--- src/rtl/cpu_pkg.sv ---
// Shared CPU types and encodings: bus widths, memory-op codes and
// load/store unit state.
package cpu_pkg;

  localparam int REG_BUS_W  = 16;
  localparam int REG_ADDR_W = 4;

  typedef enum logic [1:0] {
    MEMOP_NOP   = 2'b00,
    MEMOP_LOAD  = 2'b01,
    MEMOP_STORE = 2'b10,
    MEMOP_RSVD  = 2'b11
  } memop_e;

  typedef enum logic [1:0] {
    LSU_IDLE,
    LSU_REQ,
    LSU_DONE
  } lsu_state_t;

endpackage

--- src/rtl/mem_lsu.sv ---
// MEM-stage load/store unit: stalls the pipeline while a single data-memory
// transaction is outstanding, with a bounded wait and a sticky timeout flag.
module mem_lsu
  import cpu_pkg::*;
#(
  parameter int unsigned TIMEOUT = 15
) (
  input  logic                  clk,
  input  logic                  rst,
  input  logic [1:0]            memop_i,
  input  logic [REG_BUS_W-1:0]  addr_i,
  input  logic [REG_BUS_W-1:0]  sdata_i,
  input  logic [REG_ADDR_W-1:0] wd_i,
  input  logic                  wreg_i,
  input  logic [REG_BUS_W-1:0]  wdata_i,
  output logic [REG_ADDR_W-1:0] wd_o,
  output logic                  wreg_o,
  output logic [REG_BUS_W-1:0]  wdata_o,
  output logic                  stall_o,
  output logic                  dmem_req_o,
  output logic                  dmem_we_o,
  output logic [REG_BUS_W-1:0]  dmem_addr_o,
  output logic [REG_BUS_W-1:0]  dmem_wdata_o,
  input  logic [REG_BUS_W-1:0]  dmem_rdata_i,
  input  logic                  dmem_ack_i,
  output logic                  err_o
);

  localparam int unsigned CNT_W = (TIMEOUT < 2) ? 1 : $clog2(TIMEOUT + 1);

  lsu_state_t           state_q, state_d;
  logic                 req_q, req_d;
  logic                 we_q, we_d;
  logic [REG_BUS_W-1:0] addr_q, addr_d;
  logic [REG_BUS_W-1:0] wdata_q, wdata_d;
  logic [REG_BUS_W-1:0] load_q, load_d;
  logic [CNT_W-1:0]     cnt_q, cnt_d;
  logic                 err_q, err_d;
  logic                 abort_q, abort_d;
  logic                 mem_op;

  assign mem_op = (memop_i == MEMOP_LOAD) || (memop_i == MEMOP_STORE);

  always_ff @(posedge clk or negedge rst) begin
    if (!rst) begin
      state_q <= LSU_IDLE;
      req_q   <= 1'b0;
      we_q    <= 1'b0;
      addr_q  <= '0;
      wdata_q <= '0;
      load_q  <= '0;
      cnt_q   <= '0;
      err_q   <= 1'b0;
      abort_q <= 1'b0;
    end else begin
      state_q <= state_d;
      req_q   <= req_d;
      we_q    <= we_d;
      addr_q  <= addr_d;
      wdata_q <= wdata_d;
      load_q  <= load_d;
      cnt_q   <= cnt_d;
      err_q   <= err_d;
      abort_q <= abort_d;
    end
  end

  always_comb begin
    state_d = state_q;
    req_d   = req_q;
    we_d    = we_q;
    addr_d  = addr_q;
    wdata_d = wdata_q;
    load_d  = load_q;
    cnt_d   = cnt_q;
    err_d   = err_q;
    abort_d = abort_q;
    case (state_q)
      LSU_IDLE: begin
        if (mem_op) begin
          state_d = LSU_REQ;
          req_d   = 1'b1;
          we_d    = (memop_i == MEMOP_STORE);
          addr_d  = addr_i;
          wdata_d = sdata_i;
          cnt_d   = '0;
          abort_d = 1'b0;
        end
      end
      LSU_REQ: begin
        // ack is tested first so a same-cycle timeout never raises err
        if (dmem_ack_i) begin
          load_d  = dmem_rdata_i;
          req_d   = 1'b0;
          state_d = LSU_DONE;
        end else if (cnt_q == CNT_W'(TIMEOUT - 1)) begin
          req_d   = 1'b0;
          err_d   = 1'b1;
          abort_d = 1'b1;
          state_d = LSU_DONE;
        end else begin
          cnt_d = cnt_q + 1'b1;
        end
      end
      LSU_DONE: state_d = LSU_IDLE;
      default:  state_d = LSU_IDLE;
    endcase
  end

  always_comb begin
    wd_o    = wd_i;
    wreg_o  = 1'b0;
    wdata_o = wdata_i;
    stall_o = 1'b0;
    case (state_q)
      LSU_IDLE: begin
        stall_o = mem_op;
        wreg_o  = mem_op ? 1'b0 : wreg_i;
      end
      LSU_REQ: stall_o = 1'b1;
      LSU_DONE: begin
        if (!we_q && !abort_q) begin
          wreg_o  = wreg_i;
          wdata_o = load_q;
        end
      end
      default: stall_o = 1'b0;
    endcase
    // write-back path is combinational from the inputs, so gate it in reset
    if (!rst) begin
      wd_o    = '0;
      wreg_o  = 1'b0;
      wdata_o = '0;
      stall_o = 1'b0;
    end
  end

  assign dmem_req_o   = req_q;
  assign dmem_we_o    = req_q & we_q;
  assign dmem_addr_o  = addr_q;
  assign dmem_wdata_o = wdata_q;
  assign err_o        = err_q;

endmodule

--- config.mk ---
export PLATFORM = sky130hd
export DESIGN_NAME = mem_lsu
export DESIGN_NICKNAME = d
export VERILOG_FILES = /design/src/rtl/cpu_pkg.sv /design/src/rtl/mem_lsu.sv
export SDC_FILE = /design/constraint.sdc
export NUM_CORES = 1
export LEC_CHECK = 0
export BUFFER_PORTS_ARGS = -buffer_cell sky130_fd_sc_hd__buf_4
export CAP_MARGIN = 30
export CORE_AREA = 2 2 77 79
export DETAILED_ROUTE_END_ITERATION = 16
export DIE_AREA = 0 0 79 81
export PLACE_DENSITY = 0.83
export SYNTH_ARGS = -nofsm -noshare
export SYNTH_HDL_FRONTEND = slang
export SYNTH_SLANG_ARGS = --single-unit
--- constraint.sdc ---
create_clock -name clk -period 4.75 [get_ports clk]
set_clock_uncertainty 0.05 [all_clocks]
set_input_delay 0.2375 -clock clk [delete_from_list [all_inputs] [get_ports clk]]
set_output_delay 0.2375 -clock clk [all_outputs]
set_load 0.005 [all_outputs]
==> results_dict.tcl <==
set metrics [dict create \
    status "finished, final reports clean" \
    hold_viol 0 \
    r2r-start "state_q[0]" \
    cts_tree "built" \
    hold_end "dmem_addr_o[14]" \
    fin_cells 493 \
    num_vias 2358 \
    io_pins 131 \
    yosys_warnings 0 \
    clk_pin_slew_worst_paths_ps 60 \
    grt_overflow_total 0 \
    start_util_pct 46.7 \
    final.period_utilization_pct 52.8 \
    die_area_sq_um 6400 \
    fp.dieH_um 81 \
    final_max_slew_viol_count 0 \
    hpwl_um 4630 \
    netlist_area_sq_um 2650 \
    n_antenna_cell 0 \
    post-place-cells 477 \
    totalWireLength_um 6310 \
    avgViaCountPerCell 4.78 \
    rsz0062_at_grt "false" \
    drive_gt1_share_pct 40.0 \
    gp_congestion 0.699 \
    layout_commonest_cell "nand2_1" \
    highest_layer "met4" \
    htreeDepth 3 \
    maxCapViolCount 0 \
    irDropWorstVdd_mv 0.312 \
    switching_share_pct 32.8 \
    r2r-end "cnt_q[3]" \
    syn-num-nets 362 \
    p_leak_uw 0.00207 \
    area_growth_syn_to_layout_pct 46.3 \
    wl_met3_um 661 \
    cp-start-kind "register" \
    tns_ps 0 \
    antenna_found_initial 0 \
    hp-start "addr_i[14]" \
    insertion_delay_ps 320 \
    hold_path.class "input port to register" \
    ys_types 32 \
    setup_viol 0 \
    mostFrequentLayoutCells "nand2_1 (135), buf_4 (130), dfrtp_1 (58)" \
    firstDrtPassIters 4 \
    ctsResizeCount 0 \
    clockBufferDepth 2 \
    p_clk_share_pct 19.2 \
    route.met2.wl_um 2890 \
    grt_pass1_vias 2251 \
    criticalPathCategory "register to output pin" \
    port_buffers 130 \
    p_per_area_nw_per_um2 524 \
    core-area_sq_um 5680 \
    fmax_mhz 399 \
    nets 491 \
    wl_per_cell_um 12.8 \
    grt_pass1_wl_um 9910 \
    crit_arrival_ps 2220 \
    grt_max_degree 81 \
    synth_seq_cells 58 \
    slew_headroom_pct 43.5 \
    cts_buffers 9 \
    row_count 28 \
    hold_depth 3 \
    drc 0 \
    fillers 449 \
    clock-sinks 58 \
    reg2reg_setup_slack_ps 2800 \
    reg2reg_depth 4 \
    worstMarginPinSlew_ps 848 \
    p_seq_share_pct 42.9 \
    cts_root_buffer "clkbuf_8" \
    wl_met1_um 2690 \
    period_needed_ps 2510 \
    synthCells 285 \
    seq_area_frac_synth_pct 54.7 \
    gr-usage-all-layers_pct 20.0 \
    p_int_uw 1370 \
    die_w_um 79 \
    postRouteAntennaNets 0 \
    postCtsSetupBuffers 0 \
    drt_iter0_markers 114 \
    p_switching_uw 668 \
    critPathCaptureType "output pin" \
    path_max_fanout 17 \
    syn_area_per_cell_sq_um 9.31 \
    cp_data_required_time_ps 4460 \
    p_comb_share_pct 37.9 \
]
==> sequential cells by signal, indices dropped and copies added (netlist names) <==
name,cells
dmem_req_o,1
dmem_addr_o,16
load_q,16
state_q,2
dmem_wdata_o,16
cnt_q,4
err_o,1
we_q,1
abort_q,1
==> area by class of cell <==
cell class                      instances  area [sq um]  area share (%)
Clock buffer                           12           155            4.00
Clock inverter                          3          15.0           0.387
Inverter                                5          18.8           0.484
Multi-Input combinational cell        207          1120            28.8
Sequential cell                        58          1450            37.4
Tap cell                               75          93.8            2.42
Timing Repair Buffer                  133          1030            26.5
==> critical path, stage by stage, from the launching register on <==
cell and delay [ps]:
dfrtp_1 520, nor4b_4 800, a21oi_1 90, nor3_1 310, buf_4 180
==> kinds of logic after synthesis <==
| family | Yosys count | synth area share (%) |
|---|---|---|
| flip-flops | 58 | 54.7 |
| buffers and inverters | 20 | 3.35 |
| adder cells (fa/ha/maj) | 3 | 1.42 |
| AND/OR/NAND/NOR | 163 | 26.4 |
| multiplexers | 18 | 7.55 |
| AO/OA/AOI/OAI | 23 | 6.56 |
==> power by group through the flow <==
| stage | Sequential (uW) | Combinational (uW) | Clock, uW |
|---|---|---|---|
| global placement | 875 | 731 | 0 |
| detailed placement | 872 | 785 | 0 |
| CTS | 873 | 782 | 404 |
| finish | 874 | 771 | 391 |
| global route | 900 | 862 | 425 |
| floorplan | 845 | 394 | 0 |
==> worst max path at each step <==
stage | startpoint | endpoint | slack, ps | depth (start not counted)
after floorplan | state_q[0] | wdata_o[10] | 3090 | 5
after global routing | state_q[0] | wdata_o[6] | 2070 | 4
after global placement | memop_i[1] | cnt_q[3] | 2520 | 5
final | state_q[0] | wreg_o | 2240 | 4
after detailed placement | state_q[0] | wreg_o | 2550 | 4
after CTS | state_q[0] | wreg_o | 2180 | 4
==> routing by layer <==
| layer | track usage (%) | vias up |
|---|---|---|
| li1 | - | 1172 |
| met1 | 23.2 | 1055 |
| met2 | 34.2 | 124 |
| met3 | 7.11 | 7 |
| met4 | 7.76 | 0 |
| met5 | 0 | - |
==> Yosys cell counts, drive strengths merged <==
cell | number | area, sq um
or3 | 2 | 12.5
nor2 | 1 | 3.75
o221ai | 1 | 8.76
and3 | 2 | 12.5
o21ai | 2 | 13.8
o31ai | 1 | 7.51
a31oi | 1 | 6.26
nand2 | 135 | 507
a21oi | 1 | 5.00
or4b | 1 | 10.0
or2 | 1 | 6.26
and2 | 5 | 31.3
mux2 | 16 | 180
mux2i | 2 | 20.0
ha | 3 | 37.5
nand3 | 5 | 25.0
dfrtp | 58 | 1450
nor3b | 1 | 7.51
o211ai | 1 | 12.5
nor3 | 3 | 20.0
or3b | 1 | 8.76
clkbuf | 10 | 37.5
buf | 5 | 32.5
inv | 5 | 18.8
nand2b | 4 | 25.0
nor4b | 1 | 23.8
or4 | 1 | 7.51
a21boi | 16 | 120
==> per-stage QoR <==
stage	hold WS [ps]	worst slack (ps)	area [sq um]	util [%]	total power (uW)
after global placement	343	2520	3660	64.5	1610
final	46.4	2240	3880	68.4	2040
after detailed placement	353	2550	3700	65.2	1660
after CTS	29.6	2180	3880	68.4	2060
after floorplan	-108	3090	2650	-	1240
after global routing	37.0	2070	3880	68.4	2190
==> what timing repair did <==
| item | 4_1_cts | 5_1_grt |
|---|---|---|
| setup endpoints to repair | 0 | 0 |
| hold buffers | 1 | 0 |
| endpoints found under the hold margin | 21 | 0 |
Power figures use the tool's default switching activity.
